[src/rtl/gcc_poll_tx.sv]
// Joybus poll initiator: sends the 24-bit GameCube poll word plus stop bit on an
// open-drain line, then waits for the controller's reply or times out.
module gcc_poll_tx #(
  parameter int          CYC_US          = 48,
  parameter logic [23:0] CMD             = 24'h400302,
  parameter int          RESP_TIMEOUT_US = 100
) (
  input  logic clk,
  input  logic rst_n,
  input  logic start,
  input  logic rumble,
  input  logic line_in,
  output logic line_oe,
  output logic rx_enable,
  output logic busy,
  output logic done,
  output logic no_ctrl
);

  localparam int TMAX = RESP_TIMEOUT_US * CYC_US;
  localparam int TW   = $clog2(TMAX + 1);

  localparam logic [15:0]   T1_LAST = 16'(CYC_US - 1);
  localparam logic [15:0]   T3_LAST = 16'(3 * CYC_US - 1);
  localparam logic [TW-1:0] TO_LAST = TW'(TMAX - 1);

  typedef enum logic [2:0] {
    IDLE,
    BIT_LOW,
    BIT_HIGH,
    STOP_LOW,
    WAIT_RESP
  } state_t;

  state_t        state_q, state_d;
  logic [23:0]   shift_q, shift_d;
  logic [4:0]    idx_q, idx_d;
  logic [15:0]   cnt_q, cnt_d;
  logic [TW-1:0] tcnt_q, tcnt_d;
  logic          rx_en_q, rx_en_d;
  logic          done_q, done_d;
  logic          no_ctrl_q, no_ctrl_d;
  logic          sync1_q, line_s_q, line_prev_q;

  logic [15:0] cnt_inc;
  logic [15:0] low_last;
  logic [15:0] high_last;
  logic        line_fall;

  // Synchronizer flops preset high so reset never looks like a falling edge.
  always_ff @(posedge clk or negedge rst_n) begin
    if (!rst_n) begin
      sync1_q     <= 1'b1;
      line_s_q    <= 1'b1;
      line_prev_q <= 1'b1;
    end else begin
      sync1_q     <= line_in;
      line_s_q    <= sync1_q;
      line_prev_q <= line_s_q;
    end
  end

  assign line_fall = line_prev_q & ~line_s_q;
  assign cnt_inc   = (cnt_q == 16'hFFFF) ? cnt_q : cnt_q + 16'd1;
  // A '1' is short-low/long-high, a '0' the reverse; both total 4 us.
  assign low_last  = shift_q[23] ? T1_LAST : T3_LAST;
  assign high_last = shift_q[23] ? T3_LAST : T1_LAST;

  always_comb begin
    state_d   = state_q;
    shift_d   = shift_q;
    idx_d     = idx_q;
    cnt_d     = cnt_q;
    tcnt_d    = tcnt_q;
    rx_en_d   = rx_en_q;
    done_d    = 1'b0;
    no_ctrl_d = no_ctrl_q;

    case (state_q)
      IDLE: begin
        if (start) begin
          shift_d = {CMD[23:1], rumble};
          idx_d   = 5'd23;
          cnt_d   = 16'd0;
          rx_en_d = 1'b1;
          state_d = BIT_LOW;
        end
      end

      BIT_LOW: begin
        if (cnt_q >= low_last) begin
          cnt_d   = 16'd0;
          state_d = BIT_HIGH;
        end else begin
          cnt_d = cnt_inc;
        end
      end

      BIT_HIGH: begin
        if (cnt_q >= high_last) begin
          cnt_d = 16'd0;
          if (idx_q == 5'd0) begin
            state_d = STOP_LOW;
          end else begin
            idx_d   = idx_q - 5'd1;
            shift_d = {shift_q[22:0], 1'b0};
            state_d = BIT_LOW;
          end
        end else begin
          cnt_d = cnt_inc;
        end
      end

      STOP_LOW: begin
        if (cnt_q >= T1_LAST) begin
          cnt_d   = 16'd0;
          tcnt_d  = '0;
          // Releasing the receiver together with the line lets it catch the first reply bit.
          rx_en_d = 1'b0;
          state_d = WAIT_RESP;
        end else begin
          cnt_d = cnt_inc;
        end
      end

      WAIT_RESP: begin
        if (line_fall) begin
          done_d    = 1'b1;
          no_ctrl_d = 1'b0;
          state_d   = IDLE;
        end else if (tcnt_q >= TO_LAST) begin
          done_d    = 1'b1;
          no_ctrl_d = 1'b1;
          state_d   = IDLE;
        end else begin
          tcnt_d = tcnt_q + TW'(1);
        end
      end

      default: begin
        state_d = IDLE;
      end
    endcase
  end

  always_ff @(posedge clk or negedge rst_n) begin
    if (!rst_n) begin
      state_q   <= IDLE;
      shift_q   <= '0;
      idx_q     <= '0;
      cnt_q     <= '0;
      tcnt_q    <= '0;
      rx_en_q   <= 1'b1;
      done_q    <= 1'b0;
      no_ctrl_q <= 1'b0;
    end else begin
      state_q   <= state_d;
      shift_q   <= shift_d;
      idx_q     <= idx_d;
      cnt_q     <= cnt_d;
      tcnt_q    <= tcnt_d;
      rx_en_q   <= rx_en_d;
      done_q    <= done_d;
      no_ctrl_q <= no_ctrl_d;
    end
  end

  // Decoded straight from the state flop so an async reset drops the pull-down at once.
  assign line_oe   = (state_q == BIT_LOW) || (state_q == STOP_LOW);
  assign busy      = (state_q != IDLE);
  assign rx_enable = rx_en_q;
  assign done      = done_q;
  assign no_ctrl   = no_ctrl_q;

endmodule

[config.mk]
export PLATFORM = sky130hd
export DESIGN_NAME = gcc_poll_tx
export DESIGN_NICKNAME = d
export VERILOG_FILES = /design/src/rtl/gcc_poll_tx.sv
export SDC_FILE = /design/constraint.sdc
export NUM_CORES = 1
export LEC_CHECK = 0
export CORE_MARGIN = 2
export CORE_UTILIZATION = 45
export DETAILED_ROUTE_END_ITERATION = 10
export HOLD_SLACK_MARGIN = 0.15
export PLACE_DENSITY = 0.67
export SKIP_LAST_GASP = 1
export SYNTH_ARGS = -nofsm -noshare
export SYNTH_HDL_FRONTEND = slang
export SYNTH_SLANG_ARGS = --single-unit
[constraint.sdc]
create_clock -name clk -period 3 [get_ports clk]
set_clock_uncertainty 0.1 [all_clocks]
set_input_delay 0.9 -clock clk [delete_from_list [all_inputs] [get_ports clk]]
set_output_delay 0.9 -clock clk [all_outputs]
set_load 0.005 [all_outputs]
==> impl_metrics.tcl <==
set metrics [dict create \
    status "finished, final reports clean" \
    yosysUniqueCellTypes 49 \
    core_area_mm2 0.006907 \
    fin_ws_ns 0.2519 \
    finalCriticalPeriod_ns 2.748 \
    grt_pass1_wl_mm 10.52 \
    fp-row-count 30 \
    yosysWarnings 0 \
    portBuffers 9 \
    vias 2451 \
    cts_resized 0 \
    synthXorXnorAreaFrac_pct 2.966 \
    hold_buffers 0 \
    crit_fanout 12 \
    synthFlopType "dfrtp_1" \
    clockBufferDepth 2 \
    yosys.area_share.simple_pct 25.81 \
    vias_per_cell 5.363 \
    grt_usage_pct 17.22 \
    rsz0062_at_grt "no" \
    clkSinkCount 67 \
    finalSetupViolations 0 \
    synth_compound_area_share_pct 12.17 \
    dp_hpwl_mm 4.129 \
    hold_path_class "reg2reg" \
    async_flop_share_pct 100.0 \
    maxSlewHeadroom_pct 34.66 \
    synth_top_family_by_area "simple AND/OR/NAND/NOR gates" \
    worst_ep_arrival_time_ns 1.75 \
    antenna_found_initial 0 \
    wl_per_cell_um 13.18 \
    synthAdderAreaFrac_pct 3.082 \
    die_x_um 88.96 \
    ios 10 \
    r2r_cells 7 \
    seq_area_frac_synth_pct 51.77 \
    dieArea_mm2 0.007914 \
    hold_viol_final 0 \
    place.gp.congestion 0.7961 \
    route.detailed.drc 0 \
    final_nets 369 \
    wl_mm 6.025 \
    worstHoldPathCells 0 \
    critPathLaunchType "flop" \
    finalCritPeriodShare_pct 91.60 \
    pre_cts_ws_ns 0.3558 \
    clk-insertion-delay-late_ns 0.34 \
    rrSetupSlack_ns 0.64 \
    syn_avg_cell_area_um2 9.497 \
    vdd_drop_max_v 0.0003011 \
    cp-end-kind "output port" \
    area_growth_pct 12.21 \
    ant_nets 0 \
    crit_type "reg2out" \
    maxSlewViolCount 0 \
    dr.pass1.iters 4 \
    grt_max_degree 34 \
    cts-root-buf "clkbuf_8" \
    tightest_slew_ns 0.9718 \
    fmax_mhz 363.9 \
    drv_cap 0 \
    power.density_mw_per_mm2 668.0 \
    leakage_nw 1.553 \
    die_h_um 88.96 \
    ys_seq_elements 67 \
    tns_ns 0 \
    synth_cells 342 \
    h-tree-depth 3 \
    layout-drive-gt1-share_pct 11.08 \
    first_iter_violations 98 \
    antenna_cells 0 \
    muxShareOfSynthArea_pct 0.9630 \
    synth_nets 355 \
    tritoncts "done" \
    cts_setup_buffers 0 \
    overflow 0 \
    clkTransAtPathRegs_ns 0.07 \
    cts_buffers 9 \
    cp.required_ns 2.00 \
    synth_edf_count 0 \
    initial_core_util_pct 47.03 \
    syn-cell-area_mm2 0.003248 \
    grt_pass1_vias 2253 \
]
## cells by family (layout without fill, tap and decap cells)
logic type | after synthesis | count (layout)
AND/OR/NAND/NOR | 162 | 162
AO/OA/AOI/OAI | 67 | 67
flip-flops | 67 | 67
buffers and inverters | 24 | 43
XOR/XNOR | 11 | 11
adder cells (fa/ha/maj) | 8 | 8
multiplexers | 3 | 3
## cells in the final DEF, fill, tap and decap left out, types with 4 or more instances in the layout
cell / instances
nor2_1: 32
dfstp_2: 4
buf_4: 11
nand2_1: 54
nand3_1: 12
inv_1: 7
dfrtp_1: 63
nor2b_1: 13
ha_1: 8
xor2_1: 8
clkbuf_8: 12
a21oi_1: 14
nand4_1: 9
clkdlybuf4s50_1: 8
or3_1: 9
nor3_1: 7
o21ai_0: 32
## final timing paths
| kind | start | end |
|---|---|---|
| max in group asynchronous | rst_n | shift_q[10] |
| worst max register to register | idx_q[0] | shift_q[11] |
| min in group asynchronous | rst_n | cnt_q[1] |
| worst max-delay path | state_q[2] | busy |
| worst min-delay path | sync1_q | line_s_q |
| worst min register to register | sync1_q | line_s_q |
## worst max-delay path, stage by stage (launching register included)
cell and delay (ns):
dfrtp_1 0.53, or3_1 0.43, clkdlybuf4s50_1 0.45
## stage by stage
step                cell area (um2)  hold WS, ns  util, %  cells  total power [mW]
finish                         3645       0.2575    52.77    457             2.435
floorplan                      3248       0.2452        -    342             1.533
CTS                            3645       0.2596    52.77    457             2.462
global placement               3462       0.2454    50.13    441             1.740
global route                   3645       0.2634    52.77    457             2.615
detailed placement             3462       0.2499    50.13    441             1.763
## layer usage
layer / vias up / share of wire [%] / GRT usage (%)
li1: 1225 / - / -
met4: 0 / 1.2 / 7.734
met3: 11 / 4.0 / 4.063
met5: - / 0 / 0
met1: 1166 / 51 / 24.27
met2: 49 / 44 / 25.37
## Yosys cell counts (all sizes together), types with 2 or more instances
master,number,area (um2)
a31oi,3,18.77
o21ai,33,168.9
nor2b,13,81.33
o2bb2ai,3,26.28
or3,9,56.30
and2,2,12.51
a211o,2,17.52
o31ai,3,22.52
a21o,2,15.01
or3b,2,17.52
nor3,8,51.30
clkbuf,14,52.55
nand2,54,202.7
or4,2,15.01
nor3b,4,35.03
mux2i,2,20.02
a21oi,14,70.07
nand4,9,56.30
ha,8,100.1
buf,3,26.27
xnor2,3,26.28
nor2,32,120.1
and4,2,17.52
xor2,8,70.07
nor4,4,31.28
dfstp,4,105.1
and3,2,12.51
inv,7,26.28
dfrtp,63,1577
a211oi,2,15.01
nand3,13,70.07
nand3b,2,15.01
## area by class of cell
| class | count | area (um2) |
|---|---|---|
| clock buffer | 14 | 172.7 |
| sequential | 67 | 1682 |
| timing repair buffer | 20 | 167.7 |
| tap | 96 | 120.1 |
| multi-input combinational | 251 | 1466 |
| clock inverter | 2 | 10.01 |
| inverter | 7 | 26.28 |
| fill | 638 | 3262 |
## registers in the layout, indices dropped and copies added, names as in the netlist
signal / cells
cnt_q: 16
sync1_q: 1
line_prev_q: 1
line_s_q: 1
no_ctrl: 1
rx_enable: 1
idx_q: 5
tcnt_q: 13
state_q: 3
shift_q: 24
done: 1
## power by group
group / internal (mW) / switching, mW / leakage (nW)
Clock: 0.366 / 0.327 / 0.0965
Combinational: 0.246 / 0.395 / 0.572
Sequential: 1.00 / 0.0954 / 0.885
No activity file was read; power rests on OpenSTA's default activity.
